===== src/rtl/alu_pipe_pkg.sv =====
// rtl/alu_pipe_pkg.sv - shared opcodes, state encoding and opcode legality check for alu_pipe
// Contents:
//   OP_* localparams : 4-bit operation codes
//   state_t          : IDLE / MUL sequencing states
//   is_legal_op()    : 1 when a code names a supported operation
package alu_pipe_pkg;

  localparam logic [3:0] OP_AND  = 4'b0000;
  localparam logic [3:0] OP_OR   = 4'b0001;
  localparam logic [3:0] OP_ADD  = 4'b0010;
  localparam logic [3:0] OP_SLTU = 4'b0011;
  localparam logic [3:0] OP_SUB  = 4'b0110;
  localparam logic [3:0] OP_SLT  = 4'b0111;
  localparam logic [3:0] OP_MUL  = 4'b1000;
  localparam logic [3:0] OP_SLL  = 4'b1001;
  localparam logic [3:0] OP_SRL  = 4'b1010;
  localparam logic [3:0] OP_SRA  = 4'b1011;
  localparam logic [3:0] OP_NOR  = 4'b1100;

  typedef enum logic {
    IDLE = 1'b0,
    MUL  = 1'b1
  } state_t;

  // MUL only counts as legal when the multiplier is built into the block.
  function automatic logic is_legal_op(input logic [3:0] op, input logic mul_en);
    logic legal;
    case (op)
      OP_AND, OP_OR, OP_ADD, OP_SLTU, OP_SUB, OP_SLT,
      OP_SLL, OP_SRL, OP_SRA, OP_NOR: legal = 1'b1;
      OP_MUL:                         legal = mul_en;
      default:                        legal = 1'b0;
    endcase
    return legal;
  endfunction

endpackage


===== src/rtl/alu_mul_seq.sv =====
// rtl/alu_mul_seq.sv - iterative shift-add multiplier, low WIDTH bits of the unsigned product
// Ports:
//   clk, rst_n : clock, asynchronous active-low reset
//   start      : load a/b and begin WIDTH shift-add steps
//   a, b       : multiplicand, multiplier (sampled on start)
//   done       : high for the one cycle after the last step completes
//   product    : accumulated product, valid while done is high
module alu_mul_seq #(
  parameter int WIDTH = 32
) (
  input  logic             clk,
  input  logic             rst_n,
  input  logic             start,
  input  logic [WIDTH-1:0] a,
  input  logic [WIDTH-1:0] b,
  output logic             done,
  output logic [WIDTH-1:0] product
);

  localparam int CW = $clog2(WIDTH + 1);

  logic [WIDTH-1:0] mcand_q;
  logic [WIDTH-1:0] mplier_q;
  logic [WIDTH-1:0] acc_q;
  logic [CW-1:0]    count_q;
  logic             busy_q;

  always_ff @(posedge clk or negedge rst_n) begin
    if (!rst_n) begin
      mcand_q  <= '0;
      mplier_q <= '0;
      acc_q    <= '0;
      count_q  <= '0;
      busy_q   <= 1'b0;
    end else if (start) begin
      mcand_q  <= a;
      mplier_q <= b;
      acc_q    <= '0;
      count_q  <= CW'(WIDTH);
      busy_q   <= 1'b1;
    end else if (busy_q) begin
      if (count_q != '0) begin
        // Bits shifted out of the top of mcand only affect product bits above WIDTH.
        if (mplier_q[0]) begin
          acc_q <= acc_q + mcand_q;
        end
        mcand_q  <= mcand_q << 1;
        mplier_q <= mplier_q >> 1;
        count_q  <= count_q - 1'b1;
      end else begin
        busy_q <= 1'b0;
      end
    end
  end

  // The count==0 cycle is the hand-off cycle: the owner registers product here.
  assign done    = busy_q && (count_q == '0);
  assign product = acc_q;

endmodule


===== src/rtl/alu_pipe.sv =====
// rtl/alu_pipe.sv - registered ALU with valid/ready handshakes, shifts and an iterative multiplier
// Ports:
//   clk, rst_n          : clock, asynchronous active-low reset
//   in_valid / in_ready : operation handshake (src1, src2, ALU_control)
//   src1, src2          : operands; src2 low $clog2(WIDTH) bits are the shift amount
//   ALU_control         : 4-bit operation code
//   out_valid/out_ready : result handshake
//   result              : registered result
//   zero, cout, overflow: result flags, held together with result
module alu_pipe
  import alu_pipe_pkg::*;
#(
  parameter int WIDTH  = 32,
  parameter int MUL_EN = 1
) (
  input  logic             clk,
  input  logic             rst_n,
  input  logic             in_valid,
  output logic             in_ready,
  input  logic [WIDTH-1:0] src1,
  input  logic [WIDTH-1:0] src2,
  input  logic [3:0]       ALU_control,
  output logic             out_valid,
  input  logic             out_ready,
  output logic [WIDTH-1:0] result,
  output logic             zero,
  output logic             cout,
  output logic             overflow
);

  localparam int   SW     = $clog2(WIDTH);
  localparam int   MSB    = WIDTH - 1;
  localparam logic MUL_ON = (MUL_EN != 0);

  state_t state_q;
  state_t state_d;

  logic             accept;
  logic             is_mul_op;
  logic             mul_start;
  logic             mul_done;
  logic [WIDTH-1:0] mul_product;

  logic [WIDTH:0]   sum_add;
  logic [WIDTH:0]   sum_sub;
  logic             ovf_add;
  logic             ovf_sub;
  logic             slt_bit;
  logic             sltu_bit;
  logic [SW-1:0]    shamt;

  logic [WIDTH-1:0] alu_res;
  logic             alu_cout;
  logic             alu_ovf;
  logic             alu_legal;

  logic [WIDTH-1:0] result_q;
  logic             zero_ok_q;
  logic             cout_q;
  logic             ovf_q;
  logic             out_valid_q;

  // Handshake: a held, unconsumed result blocks new work, as does a running multiply.
  assign in_ready  = (state_q == IDLE) && (!out_valid_q || out_ready);
  assign accept    = in_valid && in_ready;
  assign is_mul_op = MUL_ON && (ALU_control == OP_MUL);
  assign mul_start = accept && is_mul_op;

  // Add/sub share one adder shape; SUB is A + ~B + 1 so its carry means "no borrow".
  assign sum_add  = {1'b0, src1} + {1'b0, src2};
  assign sum_sub  = {1'b0, src1} + {1'b0, ~src2} + {{WIDTH{1'b0}}, 1'b1};
  assign ovf_add  = (src1[MSB] == src2[MSB]) && (sum_add[MSB] != src1[MSB]);
  assign ovf_sub  = (src1[MSB] != src2[MSB]) && (sum_sub[MSB] != src1[MSB]);
  // Sign of the difference corrected by overflow gives the true signed compare.
  assign slt_bit  = sum_sub[MSB] ^ ovf_sub;
  assign sltu_bit = ~sum_sub[WIDTH];
  assign shamt    = src2[SW-1:0];

  always_comb begin
    alu_res   = '0;
    alu_cout  = 1'b0;
    alu_ovf   = 1'b0;
    alu_legal = is_legal_op(ALU_control, MUL_ON);
    case (ALU_control)
      OP_AND:  alu_res = src1 & src2;
      OP_OR:   alu_res = src1 | src2;
      OP_NOR:  alu_res = ~(src1 | src2);
      OP_ADD: begin
        alu_res  = sum_add[WIDTH-1:0];
        alu_cout = sum_add[WIDTH];
        alu_ovf  = ovf_add;
      end
      OP_SUB: begin
        alu_res  = sum_sub[WIDTH-1:0];
        alu_cout = sum_sub[WIDTH];
        alu_ovf  = ovf_sub;
      end
      OP_SLT:  alu_res = {{(WIDTH-1){1'b0}}, slt_bit};
      OP_SLTU: alu_res = {{(WIDTH-1){1'b0}}, sltu_bit};
      OP_SLL:  alu_res = src1 << shamt;
      OP_SRL:  alu_res = src1 >> shamt;
      OP_SRA:  alu_res = $unsigned($signed(src1) >>> shamt);
      default: alu_res = '0;
    endcase
  end

  generate
    if (MUL_EN != 0) begin : g_mul
      alu_mul_seq #(
        .WIDTH (WIDTH)
      ) u_mul (
        .clk     (clk),
        .rst_n   (rst_n),
        .start   (mul_start),
        .a       (src1),
        .b       (src2),
        .done    (mul_done),
        .product (mul_product)
      );
    end else begin : g_no_mul
      assign mul_done    = 1'b0;
      assign mul_product = '0;
    end
  endgenerate

  always_ff @(posedge clk or negedge rst_n) begin
    if (!rst_n) begin
      state_q <= IDLE;
    end else begin
      state_q <= state_d;
    end
  end

  always_comb begin
    state_d = state_q;
    case (state_q)
      IDLE:    if (mul_start) state_d = MUL;
      MUL:     if (mul_done)  state_d = IDLE;
      default: state_d = IDLE;
    endcase
  end

  // Output register. A single-cycle accept on the same edge as out_ready keeps
  // out_valid high with the new result; a MUL accept lets the old result drain.
  always_ff @(posedge clk or negedge rst_n) begin
    if (!rst_n) begin
      result_q    <= '0;
      zero_ok_q   <= 1'b0;
      cout_q      <= 1'b0;
      ovf_q       <= 1'b0;
      out_valid_q <= 1'b0;
    end else if (accept && !is_mul_op) begin
      result_q    <= alu_res;
      zero_ok_q   <= alu_legal;
      cout_q      <= alu_cout;
      ovf_q       <= alu_ovf;
      out_valid_q <= 1'b1;
    end else if (mul_done) begin
      result_q    <= mul_product;
      zero_ok_q   <= 1'b1;
      cout_q      <= 1'b0;
      ovf_q       <= 1'b0;
      out_valid_q <= 1'b1;
    end else if (out_ready) begin
      out_valid_q <= 1'b0;
    end
  end

  // Illegal codes register a zero result but must report zero = 0, hence the qualifier.
  assign zero      = zero_ok_q && (result_q == '0);
  assign result    = result_q;
  assign cout      = cout_q;
  assign overflow  = ovf_q;
  assign out_valid = out_valid_q;

endmodule


===== config.mk =====
export PLATFORM = sky130hd
export DESIGN_NAME = alu_pipe
export DESIGN_NICKNAME = d
export VERILOG_FILES = /design/src/rtl/alu_pipe_pkg.sv /design/src/rtl/alu_mul_seq.sv /design/src/rtl/alu_pipe.sv
export SDC_FILE = /design/constraint.sdc
export NUM_CORES = 1
export LEC_CHECK = 0
export ABC_AREA = 1
export CAP_MARGIN = 20
export CELL_PAD_IN_SITES_DETAIL_PLACEMENT = 0
export CELL_PAD_IN_SITES_GLOBAL_PLACEMENT = 1
export CORE_ASPECT_RATIO = 1.5
export CORE_UTILIZATION = 39
export DETAILED_ROUTE_END_ITERATION = 16
export HOLD_SLACK_MARGIN = 0.15
export PLACE_DENSITY_LB_ADDON = 0.1
export SLEW_MARGIN = 5
export SYNTH_ARGS = -nofsm -noshare
export SYNTH_HDL_FRONTEND = slang
export SYNTH_SLANG_ARGS = --single-unit
export TNS_END_PERCENT = 100

===== constraint.sdc =====
create_clock -name clk -period 2 [get_ports clk]
set_clock_uncertainty 0.15 [all_clocks]
set_input_delay 0.6 -clock clk [delete_from_list [all_inputs] [get_ports clk]]
set_output_delay 0.6 -clock clk [all_outputs]
set_load 0.005 [all_outputs]

; Word level (Yosys, flattened, before mapping)
; Memories as Yosys holds them, arrays and structs flattened.
; Index checks and enable logic that the tools add are counted.
[classes]
addsub = 5
multipliers = 0
n_div = 0
n_lt_le_gt_ge = 0
n_eq_ne = 14
shift = 3
mux = 32
bitwise_logic = 7
reduce_logical = 22
[ops]
columns = cell, count
row1 = 32-bit two-way mux, 12
row2 = 32-bit one-hot mux with 10 select lines, 1
row3 = 32-bit by 32-bit adder with 33-bit output, 2
row4 = 32-bit NOT, 2
row5 = 33-bit by 1-bit adder with 33-bit output (second input constant), 1
row6 = 32-bit adder, 1
row7 = 32-bit bitwise AND, 1
row8 = 32-bit zero test, 1
row9 = 32-bit OR, 1
row10 = 32-bit by 5-bit left shift with 32-bit output, 1
row11 = 32-bit by 5-bit >> shifter with 32-bit output, 1
row12 = 32-bit by 5-bit >>> shifter with 32-bit output, 1
row13 = 4-bit equality test (second input constant), 5
row14 = 6-bit two-way mux, 3
row15 = 1-bit two-way mux, 13
row16 = 4-bit by 2-bit equality test with 1-bit output (second input constant), 2
row17 = 4-bit by 3-bit equality test with 1-bit output (second input constant), 2
row18 = 1-bit logical AND, 8
row19 = 2-bit nonzero test, 4
row20 = 6-bit zero test, 1
row21 = 1-bit one-hot mux with 2 select lines, 3
row22 = 6-bit nonzero test, 1
row23 = 6-bit by 1-bit subtractor with 6-bit output (second input constant), 1
row24 = 4-bit by 1-bit equality test with 1-bit output (second input constant), 1
row25 = other kinds (10), 14
[word_totals]
ff_bits = 140
latchBits = 0
ram_bits = 0
mem_bits_ro = 16
output_inout_bits = 37
word_cells = 95
n_memories = 1
[memory_table]
columns = name, depth, width, read_ports, rd_ports_with_merged_regs, wr, line
row1 = (name not given), 16, 1, 1, 0, 0, alu_pipe_pkg.sv:28  ; case (op)

; Depth between registers and ports, before layout
; Gate-level depths: netlist of run 1.
[depth]
ltp_word = 8
ltp_mapped = 26
mapped_depth_nobuf = 23

; Cells and area by module
; From an unflattened synthesis of run 1, not the netlist that was laid out.
[hier_totals]
cells_unflattened = 3303
area_unflattened_um2 = 18557.8
[by_module_without_submodules]
columns = mod, n_inst, cells_each, area_each_um2
row1 = alu_pipe, 1, 2296, 11805.1
row2 = alu_mul_seq, 1, 1007, 6752.7

; Worst setup path after synthesis of run 1
; Ideal clock, no wire load.
[synth_path]
path_kind = input port to flip-flop
startpoint = input src2[3]
endpoint = register result_q[31], in the netlist result[31]
setup_ns = 0.124
arrival_ns = 3.784
t_required_ns = 1.726
setup_slack_ns = -2.058
path_stages = 24
path_buffers = 4
cell_sequence = buf_2 > inv_2 > buf_2 > buf_1 > ha_1 > buf_2 > nor2_1 > nand3_1 > nand3_1 > nand2_1 > nand3_1 > nand2_1 > nand2_1 > a21oi_1 > o21ai_0 > fa_1 > nand2_1 > o21ai_0 > nor3_1 > nand2_1 > nor2_1 > nand3_1 > nand2_1 > a21oi_1
[synth_via]
elab_chain_cells = 5
[synth_lines]
columns = element, line
row1 = "start, declared", alu_pipe.sv:21  ; input logic [WIDTH-1:0] src2,
row2 = 32-bit NOT, alu_pipe.sv:71  ; assign sum_sub = {1'b0, src1} + {1'b0, ~src2} + {{WIDTH{1'b0}}, 1'b1};
row3 = 32-bit by 32-bit adder with 33-bit output, alu_pipe.sv:71
row4 = 33-bit by 1-bit adder with 33-bit output, alu_pipe.sv:71
row5 = 32-bit one-hot mux with 10 select lines (*), alu_pipe.sv:84  ; case (ALU_control)
row6 = 32-bit two-way mux (*), alu_pipe.sv:152  ; end else if (accept && !is_mul_op) begin
row7 = "end signal, assigned", alu_pipe.sv:153  ; result_q <= alu_res;
row8 = "end signal, assigned", alu_pipe.sv:159  ; result_q <= mul_product;
row9 = "end, declared", alu_pipe.sv:57  ; logic [WIDTH-1:0] result_q;
; Every way passes the cells marked *; elsewhere a longest branch is shown, timed or not.
; A chain may end at the register's enable or synchronous reset.

; Final worst setup path of run 1
[layout_path]
startpoint = input src2[3]
endpoint = register result_q[13], in the netlist result[13]
; Same word-level chain as after synthesis.

==> results of run 1 <==
## critical path: cells and delay by family
family	cells	cell delay, ns
AND/OR/NAND/NOR	8	0.99
buffers and inverters	12	1.39
AO/OA/AOI/OAI	1	0.16
adder cells (fa/ha/maj)	1	0.21
## cell type report
cell class	instances	area share (%)
clock buffer	19	1.43
multi-input combinational	2371	50.4
inverter	371	4.89
sequential	140	11.1
clock inverter	13	0.477
antenna	3	0.0236
tap	582	2.29
timing repair buffer	1056	29.4
## power breakdown
group          switching, mW  internal (mW)
logic                   8.70           7.89
registers               1.15           3.94
clock network           1.46           1.93
total                   11.3           13.8
## cell families (layout without fill, tap and decap cells)
logic type / count (synthesis) / after routing / synth area share [%]
AND/OR/NAND/NOR: 1697 / 1697 / 41.0
AO/OA/AOI/OAI: 523 / 523 / 17.1
buffers and inverters: 505 / 1459 / 11.3
adder cells (fa/ha/maj): 142 / 142 / 10.3
flip-flops: 140 / 140 / 19.9
XOR/XNOR: 9 / 9 / 0.447
other: 0 / 3 / 0
## registers in the layout (all words and copies together), names as in the netlist
signal,flops
g_mul.u_mul.mcand_q,32
g_mul.u_mul.count_q,6
state_q,1
out_valid,1
result,32
overflow,1
zero_ok_q,1
g_mul.u_mul.product,32
g_mul.u_mul.busy_q,1
cout,1
g_mul.u_mul.mplier_q,32
## metal layers
metal | share of wire, % | wire length (um) | GRT usage, % | up-vias
met1 | 33 | 38100 | 48.7 | 12800
met3 | 8.4 | 9640 | 9.97 | 718
met2 | 47 | 54100 | 79.3 | 1751
met4 | 12 | 13400 | 41.8 | 2
met5 | 0.013 | 15 | 0 | -
li1 | - | - | - | 11900
## what timing repair did
item                                    in CTS  in global routing
endpoints found under the hold margin       30                  0
pin swaps                                  184                183
endpoints found under the setup margin     175                156
hold buffers                                 1                  0
gates resized for setup                   1095                479
gates cloned                                13                  4
buffers inserted                           141                 60
## through the flow
stage / setup TNS [ns] / utilization [%]
6_report: -34.08 / 71.0
5_1_grt: -40.45 / 71.0
4_1_cts: -25.86 / 66.5
3_5_place_dp: -133.21 / 56.0
3_3_place_gp: -131.48 / 56.0
2_1_floorplan: -18.85 / -
## worst paths after layout
path / start / end / slack [ns] / depth (start not counted)
min: out_ready / out_valid / 0.32 / 2
max: src2[3] / result[13] / -1.14 / 22
max in group asynchronous: rst_n / g_mul.u_mul.mcand_q[8] / 0.62 / 3
min in group asynchronous: rst_n / g_mul.u_mul.mcand_q[31] / 0.50 / 2
min reg2reg: cout / cout / 0.32 / 2
max reg2reg: g_mul.u_mul.mcand_q[8] / g_mul.u_mul.product[26] / -0.39 / 12
## cells in the mapped netlist (10+ instances only)
master	instances	area share, %
a21oi_1	176	5.0
a22oi_1	11	0.47
and2_1	10	0.36
buf_1	17	0.36
buf_2	55	1.6
clkbuf_1	54	1.2
dfrtp_1	140	20
ha_1	138	9.8
inv_1	353	7.5
inv_2	16	0.34
nand2_1	880	19
nand3_1	461	13
nand4_1	35	1.2
nor2_1	245	5.2
nor3_1	31	0.88
o211ai_1	44	1.9
o21ai_0	192	5.5
o21bai_1	16	0.68
o221ai_1	34	1.7
o22ai_1	18	0.64
==> metrics.md, run 1 <==
| Metric | Value |
|---|---|
| Outcome | `complete, but fails checks` |
| Violated checks | `setup timing` |
| Crit-path max FO | `3` |
| Clk_lat worst skew | `0.45 ns` |
| Power density over the cells | `789 nW/um^2` |
| Final Critical Period | `3.14 ns` |
| Critical Path Start Type | `input port` |
| Maximum buffer depth of the clock tree | `2` |
| Initial drt markers | `2716` |
| Maximum vdd ir drop | `0.00138 V` |
| Drt first pass iters | `8` |
| Row Count | `95` |
| Clock Sinks | `140` |
| RD Place Congestion | `1.08` |
| Post-synthesis instance total | `3016` |
| Dpl hpwl | `81500 um` |
| Worst path cell trace | `buf_4 > inv_6 > ha_4 > nor2_4 > nand3_2 > nand3_4 > nand2_2 > buf_4 > buf_6 > buf_4 > buf_4 > buf_4 > buf_4 > buf_4 > buf_4 > buf_4 > buf_4 > nand4_1 > nand3_2 > nand4_1 > nand2_1 > a21oi_1` |
| Final hold violations | `0` |
| Async SR Flop Fraction | `100%` |
| Die X-Extent | `176 um` |
| H-tree Lvls | `4` |
| Main synth FF type | `dfrtp_1` |
| Max-capacitance violation count | `0` |
| Tcrit/Tclk final | `157%` |
| RSZ-0062 raised after global routing | `true` |
| Worst path arrival time | `3.36 ns` |
| Warnings from Yosys | `0` |
| Total grt overflow | `0` |
| Detailed-route wire length | `115000 um` |
| CP Capture Type | `flop` |
| DRT antenna net count | `0` |
| Area Growth Syn to Fin | `80.3%` |
| CTS root buffer | `clkbuf_16` |
| Fin cells | `4555` |
| Vias in the first global route | `26400` |
| CTS Buf Count | `17` |
| Crit path required time | `2.22 ns` |
| Port bufs | `108` |
| Min Hold Slack | `0.316 ns` |
| Initial Util | `39.4%` |
| Routed vias/inst | `5.97` |
| Min-delay worst type | `input port to flop` |
| Vias | `27200` |
| Max Fclk | `319 MHz` |
| CTS tree | `built` |
| Nets | `4171` |
| Syn_area_per_cell | `5.84 sq um` |
| Register area | `3520 sq um` |
| Initial antenna violation count | `3` |
| Most common cell after layout, fill and taps aside | `buf_4` |
| Least-Margin Pin Slew | `0.658 ns` |
| Final Cell Area | `31800 sq um` |
| Post-synth EDFFs | `0` |
| Total power | `25.1 mW` |
| Number of distinct library cells after synthesis | `49` |
| Relative slew slack | `56.1%` |
| WS Path Type | `input port to flop` |
| Global-route wire length before repair | `160000 um` |
| I/O pin count | `109` |
| Fillers | `3646` |
| Synth Register Bits | `140` |
| Placed cell areas | `25000 sq um` |
| CTS clock-pin slew for the worst setup and hold paths | `0.07 ns` |
| Crit path max-delay cell type | `ha_4` |
| Sequential fraction of the synthesis area | `19.9%` |
| Remaining DRCs | `0` |
| Synthesized area | `17600 sq um` |
| Largest net degree at the start of global routing | `82` |
| Placed Cells | `4328` |
| Slowest stage delay, CP | `0.21 ns` |
| Static leakage | `15.6 nW` |
| Pins Over Slew Limit | `0` |
| Routed len/inst | `25.3 um` |
| CP dominant cell by count | `buf_4` |
| Ratio of cells with drive above 1 in the final layout | `46.4%` |
| Worst setup margin | `-1.14 ns` |
| Multi-input logic area | `16000 sq um` |
| Most frequent cells in the layout | `buf_4, nand2_1, nand3_1` |
| Tot GR Track Use | `46.9%` |
| Worst slack at placement | `-2.35 ns` |
| Die height | `262 um` |
| Core Region | `44700 sq um` |
| Syn_nets | `3230` |
| Die area | `46000 sq um` |
| Final setup vio count | `137` |
Power figures use the tool's default switching activity.
==> run 2, diff against run 1 <==
--- a/config.mk
+++ b/config.mk
@@ -10,10 +10,11 @@
 export CELL_PAD_IN_SITES_DETAIL_PLACEMENT = 0
 export CELL_PAD_IN_SITES_GLOBAL_PLACEMENT = 1
 export CORE_ASPECT_RATIO = 1.5
-export CORE_UTILIZATION = 39
+export CORE_UTILIZATION = 46
 export DETAILED_ROUTE_END_ITERATION = 16
 export HOLD_SLACK_MARGIN = 0.15
 export PLACE_DENSITY_LB_ADDON = 0.1
+export SKIP_LAST_GASP = 1
 export SLEW_MARGIN = 5
 export SYNTH_ARGS = -nofsm -noshare
 export SYNTH_HDL_FRONTEND = slang
==> constraint.sdc (replaced) <==
create_clock -name clk -period 3.85 [get_ports clk]
set_clock_uncertainty 0.15 [all_clocks]
set_input_delay 1.155 -clock clk [delete_from_list [all_inputs] [get_ports clk]]
set_output_delay 1.155 -clock clk [all_outputs]
set_load 0.005 [all_outputs]
==> run 2 against run 1 <==
Effect of this change: the run now ends clean; first-iteration DRC count grew 7.3%; sequential share of layout area grew 3.8 points; sequential cell count is the same; clock power shrank 51%; final cell count shrank 12%; global-route usage shrank 0.56 points; worst hold slack gained 0.022 ns; combinational power shrank 71%; critical endpoint is now result[11]; count of clock-buffer cells in the layout shrank 2; die area shrank 15%; cell area shrank 26%.
==> metrics.md, run 2 (synthesis gave the netlist of run 1 again) <==
| Metric | Value |
|---|---|
| Clk_lat worst skew | `0.44 ns (was 0.45 ns)` |
| Die area | `39100 sq um (was 46000 sq um)` |
| Core Region | `37700 sq um (was 44700 sq um)` |
| WS Path Type | `input port to flop (unchanged)` |
| Sequential share of power | `28.3% (was 20.3%)` |
| Final setup vio count | `0 (was 137)` |
| Static leakage | `12.3 nW (was 15.6 nW)` |
| Routed len/inst | `22.7 um (was 25.3 um)` |
| Nets | `3720 (was 4171)` |
| DRT antenna net count | `0 (unchanged)` |
| CP dominant cell by count | `nand2_1 (was buf_4)` |
| Final Critical Period | `3.77 ns` |
| I/O pin count | `109 (unchanged)` |
| Dpl hpwl | `72400 um (was 81500 um)` |
| H-tree Lvls | `4 (unchanged)` |
| CTS root buffer | `clkbuf_16 (unchanged)` |
| Worst slack at placement | `-0.971 ns (was -2.35 ns)` |
| Fillers | `3755 (was 3646)` |
| RSZ-0062 raised after global routing | `true (unchanged)` |
| Maximum buffer depth of the clock tree | `2 (unchanged)` |
| Power density over the cells | `378 nW/um^2 (was 789 nW/um^2)` |
| Area Growth Syn to Fin | `34.1% (was 80.3%)` |
| Final hold violations | `0 (unchanged)` |
| Outcome | `complete, no violations (was complete, but fails checks)` |
| CTS Buf Count | `17 (unchanged)` |
| Row Count | `87 (was 95)` |
| Vias | `23800 (was 27200)` |
| Pins Over Slew Limit | `0 (unchanged)` |
| Crit-path max FO | `28 (was 3)` |
| Remaining DRCs | `0 (unchanged)` |
| Worst path cell trace | `clkdlybuf4s50_1 > buf_4 > clkinv_2 > buf_12 > buf_4 > nand2_1 > nand2_1 > o21ai_0 > o21ai_0 > nor2_1 > nor2_1 > o21ai_0 > buf_4 > nand2_1 > nand2_1 > a21oi_1 (was buf_4 > inv_6 > ha_4 > nor2_4 > nand3_2 > nand3_4 > nand2_2 > buf_4 > buf_6 > buf_4 > buf_4 > buf_4 > buf_4 > buf_4 > buf_4 > buf_4 > buf_4 > nand4_1 > nand3_2 > nand4_1 > nand2_1 > a21oi_1)` |
| Total grt overflow | `0 (unchanged)` |
| CP Capture Type | `flop (unchanged)` |
| Int Pwr | `4.87 mW (was 13.8 mW)` |
| Detailed-route wire length | `91200 um (was 115000 um)` |
| Maximum vdd ir drop | `0.000392 V (was 0.00138 V)` |
| Slowest stage delay, CP | `0.49 ns (was 0.21 ns)` |
| Routed vias/inst | `5.94 (was 5.97)` |
| RD Place Congestion | `1.13 (was 1.08)` |
| Ratio of cells with drive above 1 in the final layout | `19.8% (was 46.4%)` |
| Hold depth | `2 (unchanged)` |
| Initial drt markers | `2915 (was 2716)` |
| Max Fclk | `265 MHz` |
| Initial antenna violation count | `12 (was 3)` |
| Relative slew slack | `40.0% (was 56.1%)` |
| Clock Sinks | `140 (unchanged)` |
| Fin cells | `4013 (was 4555)` |
| Crit path max-delay cell type | `clkdlybuf4s50_1 (was ha_4)` |
| Worst setup margin | `0.0775 ns (was -1.14 ns)` |
| Min-delay worst type | `flop to flop (was input port to flop)` |
| Max-capacitance violation count | `0 (unchanged)` |
| Port bufs | `108 (unchanged)` |
| Worst path arrival time | `3.94 ns (was 3.36 ns)` |
| Switch Pwr | `4.05 mW (was 11.3 mW)` |
| Die X-Extent | `162 um (was 176 um)` |
| Largest net degree at the start of global routing | `85 (was 82)` |
| Global-route wire length before repair | `135000 um (was 160000 um)` |
| Die height | `242 um (was 262 um)` |
| Clock power frac | `18.5% (was 13.5%)` |
| Tcrit/Tclk final | `98.0%` |
| Least-Margin Pin Slew | `0.898 ns (was 0.658 ns)` |
| CTS tree | `built (unchanged)` |
| Worst r2r path cells | `12 (unchanged)` |
| Hold buffer count at CTS | `0 (was 1)` |
| Drt first pass iters | `6 (was 8)` |
| Most frequent cells in the layout | `nand2_1, buf_4, nand3_1 (was buf_4, nand2_1, nand3_1)` |
| Most common cell after layout, fill and taps aside | `nand2_1 (was buf_4)` |
| Initial Util | `46.8% (was 39.4%)` |
| Vias in the first global route | `23100 (was 26400)` |
| Sw frac | `45.4% (was 45.1%)` |
| Placed Cells | `3956 (was 4328)` |
| Tot GR Track Use | `46.4% (was 46.9%)` |
| Critical Path Start Type | `input port (unchanged)` |
| Gate power share | `53.2% (was 66.1%)` |
| Crit path required time | `4.01 ns (was 2.22 ns)` |
| CTS clock-pin slew for the worst setup and hold paths | `0.07 ns (about the same)` |
run 2: changes by cell type in the layout (fill, tap and decap cells not counted), sizes merged:
cell,previous run,this run
buf,1001,502
bufinv,2,1
diode,3,5
clkbuf,28,29
clkdlybuf4s15,16,7
clkdlybuf4s50,4,51
clkinvlp,2,1
dlygate4sd3,1,0
inv,374,378
bufbuf,2,0
dlymetal6s2s,1,11
run 2: area by class of cell:
class | instances | area [sq um] | area share, %
timing repair buffer | 605 | 4870 | 20.6
inverter | 371 | 1400 | 5.94
antenna | 5 | 12.5 | 0.0530
multi-input combinational | 2371 | 12600 | 53.5
tap | 489 | 612 | 2.59
clock inverter | 15 | 153 | 0.646
sequential | 140 | 3500 | 14.8
clock buffer | 17 | 425 | 1.80
run 2: power by group through the flow:
stage | clock, mW | combinational, mW | sequential, mW
after detailed placement | 0 | 4.46 | 2.52
after CTS | 1.66 | 4.58 | 2.51
final | 1.65 | 4.74 | 2.53
after global placement | 0 | 4.38 | 2.50
after global routing | 1.73 | 5.18 | 2.58
after floorplan | 0 | 2.61 | 2.37
run 2: per-layer routing:
| metal | GRT usage, % | routed length [um] | vias up |
|---|---|---|---|
| met2 | 76.8 | 42200 | 1306 |
| met5 | 0 | 57 | - |
| met1 | 50.7 | 32600 | 11100 |
| met3 | 10.7 | 7920 | 433 |
| met4 | 36.2 | 8440 | 10 |
| li1 | - | - | 11000 |
run 2: final timing paths:
kind                                           end  slack [ns]              startpoint
max reg2reg                g_mul.u_mul.product[28]        0.88  g_mul.u_mul.mcand_q[0]
min                                        state_q        0.34                 state_q
max in group asynchronous                result[0]        2.11                   rst_n
min in group asynchronous  g_mul.u_mul.product[29]        0.61                   rst_n
min reg2reg                                state_q        0.34                 state_q
max                                     result[11]        0.08                 src2[0]
run 2: through the flow:
stage	power (mW)	setup TNS (ns)	utilization [%]	hold slack, ns	instance area [sq um]
floorplan	4.98	-0.239	-	0.293	17800
global placement	6.88	-6.99	59.6	0.315	22500
detailed placement	6.98	-7.56	59.6	0.322	22500
CTS	8.74	-0.00364	62.3	0.338	23400
global route	9.49	-0.0813	62.7	0.361	23600
finish	8.92	0	62.7	0.338	23600
run 2: critical path: cells and delay by family:
family,cells,cell delay (ns)
AO/OA/AOI/OAI,4,0.86
buffers and inverters,6,1.23
AND/OR/NAND/NOR,6,0.66
run 2: timing repair:
item,4_1_cts,5_1_grt
resized for setup,132,87
setup buffers,16,4
gates cloned,0,0
setup endpoints to repair,4,15
endpoints found under the hold margin,0,0
pin swaps,31,21
